### config.mk
export PLATFORM = sky130hd
export DESIGN_NAME = router_sync_flat
export DESIGN_NICKNAME = d
export VERILOG_FILES = /design/src/rtl/router_pkg.sv /design/src/rtl/router_sync_if.sv /design/src/rtl/router_timeout.sv /design/src/rtl/router_sync.sv /design/src/flat_wrapper.sv
export SDC_FILE = /design/constraint.sdc
export NUM_CORES = 1
export LEC_CHECK = 0
export ABC_CLOCK_PERIOD_IN_PS = 960
export BUFFER_PORTS_ARGS = -buffer_cell sky130_fd_sc_hd__buf_2
export CORE_ASPECT_RATIO = 1.4
export CORE_MARGIN = 2
export CORE_UTILIZATION = 45
export CTS_CLUSTER_DIAMETER = 100
export DETAILED_ROUTE_END_ITERATION = 10
export PLACE_DENSITY = 0.74
export SLEW_MARGIN = 20
export SYNTH_ARGS = -nofsm -noshare
export SYNTH_HDL_FRONTEND = slang
export SYNTH_SLANG_ARGS = --single-unit
export TNS_END_PERCENT = 100
### constraint.sdc
create_clock -name clock -period 0.96 [get_ports clock]
set_input_delay 0.192 -clock clock [delete_from_list [all_inputs] [get_ports clock]]
set_output_delay 0.192 -clock clock [all_outputs]
set_load 0.02 [all_outputs]
### src/rtl/router_pkg.sv
// rtl/router_pkg.sv - shared constants and types for the router sync stage
//
// Purpose : channel count, address encoding, header field positions and the
//           default read-timeout used by router_sync and its watchdogs.
// Ports   : none (package).

package router_pkg;

  localparam int NUM_CH          = 3;
  localparam int ADDR_W          = 2;
  localparam int TIMEOUT_DEFAULT = 30;

  typedef logic [ADDR_W-1:0] addr_t;

  // Address 3 has no FIFO behind it; packets sent there are dropped.
  localparam addr_t ADDR_INVALID = 2'b11;

  // Header byte layout: destination address in [1:0], payload length in [7:2].
  localparam int HDR_ADDR_LSB = 0;
  localparam int HDR_ADDR_MSB = 1;
  localparam int HDR_LEN_LSB  = 2;
  localparam int HDR_LEN_MSB  = 7;

endpackage

### src/rtl/router_sync_if.sv
// rtl/router_sync_if.sv - bus between router FSM/FIFOs and the sync stage
//
// Purpose : groups the FSM strobes, FIFO status flags and per-channel
//           steering outputs of router_sync.
// Modports: slave  - the sync stage (router_sync)
//           master - the surrounding FSM / FIFO / destination side

interface router_sync_if;
  import router_pkg::*;

  logic              detect_add;
  logic [ADDR_W-1:0] data_in;
  logic              write_enb_reg;
  logic [NUM_CH-1:0] read_enb;
  logic [NUM_CH-1:0] empty;
  logic [NUM_CH-1:0] full;
  logic [NUM_CH-1:0] write_enb;
  logic              fifo_full;
  logic [NUM_CH-1:0] vld_out;
  logic [NUM_CH-1:0] soft_reset;

  modport slave (
    input  detect_add, data_in, write_enb_reg, read_enb, empty, full,
    output write_enb, fifo_full, vld_out, soft_reset
  );

  modport master (
    output detect_add, data_in, write_enb_reg, read_enb, empty, full,
    input  write_enb, fifo_full, vld_out, soft_reset
  );

endinterface

### src/rtl/router_timeout.sv
// rtl/router_timeout.sv - single-channel read-timeout watchdog
//
// Purpose : counts consecutive cycles in which the channel holds valid data
//           and is not read; after TIMEOUT such edges it pulses soft_reset for
//           one cycle so the FIFO gets flushed, then starts counting again.
// Ports   : clock      - system clock, rising edge
//           resetn     - asynchronous active-low reset
//           vld        - channel has data (FIFO not empty)
//           rd         - destination read request
//           soft_reset - registered one-cycle flush pulse

module router_timeout #(
  parameter int TIMEOUT = 30
) (
  input  logic clock,
  input  logic resetn,
  input  logic vld,
  input  logic rd,
  output logic soft_reset
);

  localparam int TW = $clog2(TIMEOUT);

  logic [TW-1:0] cnt_q, cnt_d;
  logic          soft_reset_q, soft_reset_d;

  always_comb begin
    cnt_d        = cnt_q;
    soft_reset_d = 1'b0;
    if (!vld || rd) begin
      cnt_d = '0;
    end else if (cnt_q == TW'(TIMEOUT - 1)) begin
      cnt_d        = '0;
      soft_reset_d = 1'b1;
    end else begin
      cnt_d = cnt_q + 1'b1;
    end
  end

  always_ff @(posedge clock or negedge resetn) begin
    if (!resetn) begin
      cnt_q        <= '0;
      soft_reset_q <= 1'b0;
    end else begin
      cnt_q        <= cnt_d;
      soft_reset_q <= soft_reset_d;
    end
  end

  assign soft_reset = soft_reset_q;

endmodule

### src/rtl/router_sync.sv
// rtl/router_sync.sv - address latch, write steering and FIFO watchdogs
//
// Purpose : latches the packet destination from the header, steers the FSM
//           write strobe to one FIFO, returns that FIFO's full flag, derives
//           vld_out from the empty flags and runs one read-timeout watchdog
//           per channel.
// Ports   : clock  - system clock, rising edge
//           resetn - asynchronous active-low reset
//           bus    - router_sync_if.slave: detect_add, data_in, write_enb_reg,
//                    read_enb, empty, full in; write_enb, fifo_full, vld_out,
//                    soft_reset out

module router_sync #(
  parameter int NUM_CH  = router_pkg::NUM_CH,
  parameter int TIMEOUT = router_pkg::TIMEOUT_DEFAULT
) (
  input  logic           clock,
  input  logic           resetn,
  router_sync_if.slave   bus
);
  import router_pkg::*;

  addr_t             addr_q, addr_d;
  logic [NUM_CH-1:0] write_enb_w;
  logic              fifo_full_w;
  logic [NUM_CH-1:0] soft_reset_w;

  // A header arriving in the same cycle as a write does not affect that
  // write: steering below always uses the registered address.
  always_comb begin
    addr_d = addr_q;
    if (bus.detect_add) begin
      addr_d = bus.data_in[HDR_ADDR_MSB:HDR_ADDR_LSB];
    end
  end

  always_ff @(posedge clock or negedge resetn) begin
    if (!resetn) begin
      addr_q <= ADDR_INVALID;
    end else begin
      addr_q <= addr_d;
    end
  end

  // Address 3 matches no channel, so writes are dropped and full reads 0.
  always_comb begin
    write_enb_w = '0;
    fifo_full_w = 1'b0;
    for (int i = 0; i < NUM_CH; i++) begin
      if (addr_q == ADDR_W'(i)) begin
        write_enb_w[i] = bus.write_enb_reg;
        fifo_full_w    = bus.full[i];
      end
    end
  end

  assign bus.write_enb  = write_enb_w;
  assign bus.fifo_full  = fifo_full_w;
  assign bus.vld_out    = ~bus.empty;
  assign bus.soft_reset = soft_reset_w;

  for (genvar g = 0; g < NUM_CH; g++) begin : g_wdog
    router_timeout #(
      .TIMEOUT (TIMEOUT)
    ) u_timeout (
      .clock      (clock),
      .resetn     (resetn),
      .vld        (~bus.empty[g]),
      .rd         (bus.read_enb[g]),
      .soft_reset (soft_reset_w[g])
    );
  end

endmodule
### src/flat_wrapper.sv
// flat-port wrapper written by rule: the top's interface ports become plain ports
module router_sync_flat import router_pkg::*;
#(
  parameter int NUM_CH  = router_pkg::NUM_CH,
  parameter int TIMEOUT = router_pkg::TIMEOUT_DEFAULT
)
  (clock, resetn, bus_detect_add, bus_data_in, bus_write_enb_reg, bus_read_enb, bus_empty, bus_full, bus_write_enb, bus_fifo_full, bus_vld_out, bus_soft_reset);
  router_sync_if bus_i ();
  input  logic clock;
  input  logic resetn;
  input wire logic [$bits(bus_i.detect_add)-1:0] bus_detect_add;
  input wire logic [$bits(bus_i.data_in)-1:0] bus_data_in;
  input wire logic [$bits(bus_i.write_enb_reg)-1:0] bus_write_enb_reg;
  input wire logic [$bits(bus_i.read_enb)-1:0] bus_read_enb;
  input wire logic [$bits(bus_i.empty)-1:0] bus_empty;
  input wire logic [$bits(bus_i.full)-1:0] bus_full;
  output wire logic [$bits(bus_i.write_enb)-1:0] bus_write_enb;
  output wire logic [$bits(bus_i.fifo_full)-1:0] bus_fifo_full;
  output wire logic [$bits(bus_i.vld_out)-1:0] bus_vld_out;
  output wire logic [$bits(bus_i.soft_reset)-1:0] bus_soft_reset;
  assign bus_i.detect_add = bus_detect_add;
  assign bus_i.data_in = bus_data_in;
  assign bus_i.write_enb_reg = bus_write_enb_reg;
  assign bus_i.read_enb = bus_read_enb;
  assign bus_i.empty = bus_empty;
  assign bus_i.full = bus_full;
  assign bus_write_enb = bus_i.write_enb;
  assign bus_fifo_full = bus_i.fifo_full;
  assign bus_vld_out = bus_i.vld_out;
  assign bus_soft_reset = bus_i.soft_reset;
  router_sync #(.NUM_CH(NUM_CH), .TIMEOUT(TIMEOUT)) u_core (.clock(clock), .resetn(resetn), .bus(bus_i));
endmodule
==> results.cfg, run 1 <==
[outcome]
outcome = finished, violations left
violations = negative setup slack

[floorplan]
core-area_mm2 = 0.00195
die_w_um = 42.1
dieArea_mm2 = 0.00241
io_pins = 25
rows = 19
die_y_um = 57.3
start_util = 0.469

[routing]
drcViolationCount = 0
routedWlPerCell_um = 12.4
avgViaCountPerCell = 5.07
num_vias = 720
drtIter0Drc = 7
antenna_left = 0
wirelength_mm = 1.77
drt_pre_antenna_iters = 2

[grt]
antenna_found_initial = 0
overflow = 0
grt.total_usage = 0.154
grt_pass1_vias = 705
grt_max_degree = 21
grt_pass1_wl_mm = 2.80

[clocking]
cts_root_buf = clkbuf_4
numClockSinks = 20
clkTransAtPathRegs_ps = 110
htreeDepth = 1
clk_latency_ps = 300
cts_tree = built
cts_buffer_depth = 2
cts_buffers = 3

[synthesis]
syn-instance-count = 86
yosysWarnings = 0
ys_types = 18
ys_seq_area_frac = 0.551
synth_area_leaders = dfrtp_1 (49%), ha_1 (8.2%), nor2_1 (7.8%)
synth_top_area_frac = 0.493
syn_avg_cell_area_um2 = 10.6
syn_area_um2 = 913
ys_ff_latch = 20
yosysTopAreaCell = dfrtp_1
syn_nets = 107

[critical_path]
timing.rr.end = u_core.g_wdog[2].u_timeout.cnt_q[4]
crit_cells = 3
crit_path_end = bus_fifo_full
arrival_ps = 1300
worstPathCellList = mux2i_1, o21ai_2, buf_6
path_delay_family = flip-flops
cp.required_ps = 770
crit_slowest_cell = dfstp_2
end_kind = output port
cp_max_fo = 5
crit_type = flop to output port
critPathBufInv = 1
max_stage_delay_ps = 580
reg2reg_from = u_core.g_wdog[2].u_timeout.cnt_q[1]
startpoint = u_core.addr_q[1]
r2r_slack_ps = -150
cp-start-kind = flop
rr_worst_depth = 5

[finish]
area_growth_pct = 37.7
antenna_cells = 0
final_cell_mix = buf_2 (18), dfrtp_1 (18), nor2_1 (11)
stdcell_area_mm2 = 0.00126
instances_no_fill = 142
num-fill-cells = 174
drive_gt1_frac = 0.512
final_nets = 143

[timing]
slew_headroom = 0.714
worst_pin_slew_ps = 429
finalCriticalPeriod_ps = 1490
final.setup_skew_ps = 5.99
setup_slack_ps = -530
slew_violations = 0
fin_crit_sh = 1.55
hold_viol_final = 0
whs_ps = 50.3
setup_viol = 24
rsz0062_at_grt = yes
max_freq_mhz = 671

[worst_hold_path]
hold_class = input port to flop

[flow_run]
drv_cap = 0

[place]
dp.cells = 132
place_ws_ps = -233
globalplace.congestion = 0.674
place_hpwl_mm = 1.12
dpl_cell_area_mm2 = 0.00109
numPortBuffers = 24

[power]
peakVddDrop_mv = 0.906
power.leakage_nw = 0.603
power.total_w = 0.00162
p_per_area_mw_per_mm2 = 1280
## cell families (layout without fill, tap and decap cells)
group | Yosys count | count (layout) | synth area share
xor+xnor | 9 | 9 | 0.0863
fa+ha+maj | 6 | 6 | 0.0822
flops | 20 | 20 | 0.551
simple gates | 38 | 38 | 0.190
mux | 3 | 3 | 0.0356
buf+inv | 9 | 44 | 0.0493
compound gates | 1 | 1 | 0.00547
## power breakdown
| group | leakage, nW | internal [W] | switching, W |
|---|---|---|---|
| sequential | 0.269 | 0.000869 | 0.0000221 |
| combinational | 0.313 | 0.000121 | 0.000122 |
| clock | 0.0210 | 0.000231 | 0.000250 |
| total | 0.603 | 0.00122 | 0.000394 |
## routing by layer
metal | track usage | part of all wire | vias to the layer above | routed length [µm]
li1 | - | - | 345 | -
met1 | 0.153 | 0.35 | 351 | 616
met2 | 0.290 | 0.58 | 20 | 1020
met3 | 0.0285 | 0.053 | 4 | 93
met4 | 0.0938 | 0.019 | 0 | 34
met5 | 0 | 0 | - | 0
## per-stage QoR
stage,utilization,setup TNS (ps)
2_1_floorplan,-,-183
3_3_place_gp,0.560,-1520
3_5_place_dp,0.560,-1630
4_1_cts,0.623,-2960
5_1_grt,0.645,-5510
6_report,0.645,-3760
## cell type report
type | instances | area [µm²] | share of cell area
tap | 21 | 26.3 | 0.0209
clock buffer | 4 | 36.3 | 0.0289
multi-input combinational | 57 | 430 | 0.342
sequential | 20 | 503 | 0.400
timing repair buffer | 34 | 239 | 0.190
inverter | 6 | 22.5 | 0.0179
## worst register-to-register path, cell delays in order, from the launching register on
cell	delay (ps)
dfrtp_1	420
buf_4	140
ha_2	170
nand3_1	80
xor2_1	150
nor2_1	60
## worst min-delay path by stage
| stage | from | cells after the start | to |
|---|---|---|---|
| after floorplan | resetn | 0 | u_core.g_wdog[0].u_timeout.cnt_q[0] |
| after global placement | resetn | 1 | u_core.g_wdog[2].u_timeout.cnt_q[0] |
| after detailed placement | resetn | 1 | u_core.g_wdog[2].u_timeout.cnt_q[0] |
| after CTS | bus_read_enb[1] | 2 | u_core.g_wdog[1].u_timeout.soft_reset |
| after global routing | bus_read_enb[2] | 2 | u_core.g_wdog[2].u_timeout.soft_reset |
| final | bus_read_enb[2] | 2 | u_core.g_wdog[2].u_timeout.soft_reset |
## registers in the layout, summed over array words and instances (netlist names)
signal,cells
u_core.addr_q,2
u_core.g_wdog.u_timeout.cnt_q,15
u_core.g_wdog.u_timeout.soft_reset,3
## cell usage after synthesis
library cell  instances
nand2_1               4
nor3b_1               1
nand4_1               3
inv_1                 6
nand3b_1              1
ha_1                  6
xor2_1                6
nor3_1                3
and3b_1               1
nand3_1               6
mux2i_1               1
xnor2_1               3
o21ai_1               1
nor2_1               19
mux2_2                2
dfrtp_1              18
buf_4                 3
dfstp_2               2
## timing repair
item,CTS,global route
buffers inserted,2,3
resized for setup,19,8
hold buffers,1,0
hold endpoints to repair,18,0
setup endpoints to repair,23,25
pin swaps,5,5
(Power assumes the default switching activity.)
==> inputs of run 2 (changes only) <==
--- a/config.mk
+++ b/config.mk
@@ -7,9 +7,11 @@
 export LEC_CHECK = 0
 export ABC_CLOCK_PERIOD_IN_PS = 960
 export BUFFER_PORTS_ARGS = -buffer_cell sky130_fd_sc_hd__buf_2
+export CELL_PAD_IN_SITES_DETAIL_PLACEMENT = 0
+export CELL_PAD_IN_SITES_GLOBAL_PLACEMENT = 2
 export CORE_ASPECT_RATIO = 1.4
 export CORE_MARGIN = 2
-export CORE_UTILIZATION = 45
+export CORE_UTILIZATION = 28
 export CTS_CLUSTER_DIAMETER = 100
 export DETAILED_ROUTE_END_ITERATION = 10
 export PLACE_DENSITY = 0.74
==> run 2 against run 1 <==
  * The flow still finishes with violations (negative setup slack)
  * Die area increased by 55%
  * Total power increased by 5.1%
  * Setup slack improved by 58 ps
  * Critical endpoint unchanged
  * Highest routed layer unchanged
==> results.cfg, run 2 (same netlist as run 1, synthesis figures left out) <==
[floorplan]
die_w_um = 52.3
core-area_mm2 = 0.00312
die_y_um = 71.6
dieArea_mm2 = 0.00374
start_util = 0.292
rows = 24
io_pins = 25

[timing]
fin_crit_sh = 1.49
rsz0062_at_grt = yes
max_freq_mhz = 698
hold_viol_final = 0
final.setup_skew_ps = 2.83
setup_viol = 22
slew_violations = 0
worst_pin_slew_ps = 460
slew_headroom = 0.693
finalCriticalPeriod_ps = 1430
setup_slack_ps = -472

[place]
numPortBuffers = 24
place_hpwl_mm = 1.28
globalplace.congestion = 0.664

[finish]
num-fill-cells = 319
top_register = u_core.g_wdog.u_timeout.cnt_q
final_util = 0.415
final_nets = 142
antenna_cells = 0
area_growth_pct = 42.1
drive_gt1_frac = 0.475
final_cell_mix = nor2_1 (17), buf_2 (17), dfrtp_1 (17)
largest_register_ffs = 15

[outcome]
violations = negative setup slack
outcome = finished, violations left

[critical_path]
cp-start-kind = flop
end_kind = output port
cp.required_ps = 770
startpoint = u_core.addr_q[1]
cp_max_fo = 5
reg2reg_from = u_core.g_wdog[0].u_timeout.cnt_q[1]
crit_type = flop to output port
rr_worst_depth = 5
arrival_ps = 1240

[grt]
grt_pass1_vias = 716
grt_max_degree = 21
grt.total_usage = 0.103
antenna_found_initial = 0
overflow = 0
grt_pass1_wl_mm = 2.96

[routing]
avgViaCountPerCell = 4.38
drcViolationCount = 0
drt_pre_antenna_iters = 4
routedWlPerCell_um = 11.1
wirelength_mm = 1.77
drtIter0Drc = 12
antenna_left = 0
num_vias = 696

[power]
p_per_area_mw_per_mm2 = 1310
power.total_w = 0.00170
peakVddDrop_mv = 0.866
power.leakage_nw = 0.602

[clocking]
htreeDepth = 1
numClockSinks = 20
cts_tree = built
cts_buffer_depth = 2
clk_latency_ps = 250
cts_root_buf = clkbuf_8
clkTransAtPathRegs_ps = 70
cts_buffers = 3

[flow_run]
drv_cap = 0

[worst_hold_path]
hold_class = input port to flop
hold_path_depth = 2
worstHoldStart = bus_read_enb[0]
run 2: final timing paths:
| kind | to | slack [ps] |
|---|---|---|
| setup / recovery | bus_fifo_full | -470 |
| hold / removal | u_core.g_wdog[0].u_timeout.soft_reset | 110 |
| setup reg to reg | u_core.g_wdog[0].u_timeout.cnt_q[4] | -130 |
| hold reg to reg | u_core.g_wdog[0].u_timeout.cnt_q[0] | 500 |
| max in group asynchronous | u_core.addr_q[0] | 200 |
| min in group asynchronous | u_core.g_wdog[0].u_timeout.soft_reset | 410 |
run 2: critical path: stages (launching register included):
cell     delay (ps)
dfstp_2         570
mux2i_1         220
o21ai_2          70
buf_6           130
run 2: final cells by class:
cell class	instances	area, µm²	area share
sequential	20	504	0.389
multi-input combinational	57	435	0.336
timing repair buffer	33	241	0.186
tap	39	48.8	0.0376
clock buffer	4	45.0	0.0347
inverter	6	22.5	0.0174
run 2: timing repair:
item / 4_1_cts / 5_1_grt
setup buffers: 1 / 1
resized for setup: 18 / 10
hold buffers: 1 / 0
endpoints found under the setup margin: 22 / 26
hold endpoints to repair: 18 / 0
pin swaps: 4 / 4
run 2: report_power, final:
| part | internal [W] | switching [W] | leakage, nW |
|---|---|---|---|
| logic | 0.000131 | 0.000122 | 0.311 |
| registers | 0.000870 | 0.0000248 | 0.268 |
| clock network | 0.000294 | 0.000257 | 0.0228 |
run 2: metrics by stage:
stage	worst slack, ps	std cells	TNS (ps)	hold slack, ps	area [µm²]
2_1_floorplan	-108	86	-183	-104	938
3_3_place_gp	-184	152	-1930	166	1130
3_5_place_dp	-217	152	-2100	169	1130
4_1_cts	-470	158	-2910	102	1250
5_1_grt	-520	159	-4920	107	1300
6_report	-472	159	-3330	107	1300
run 2: per-layer routing:
metal	up-vias	wire length, µm	global-route usage
li1	341	-	-
met1	332	721	0.114
met2	21	930	0.194
met3	2	103	0.0188
met4	0	10	0.0342
met5	-	0	0
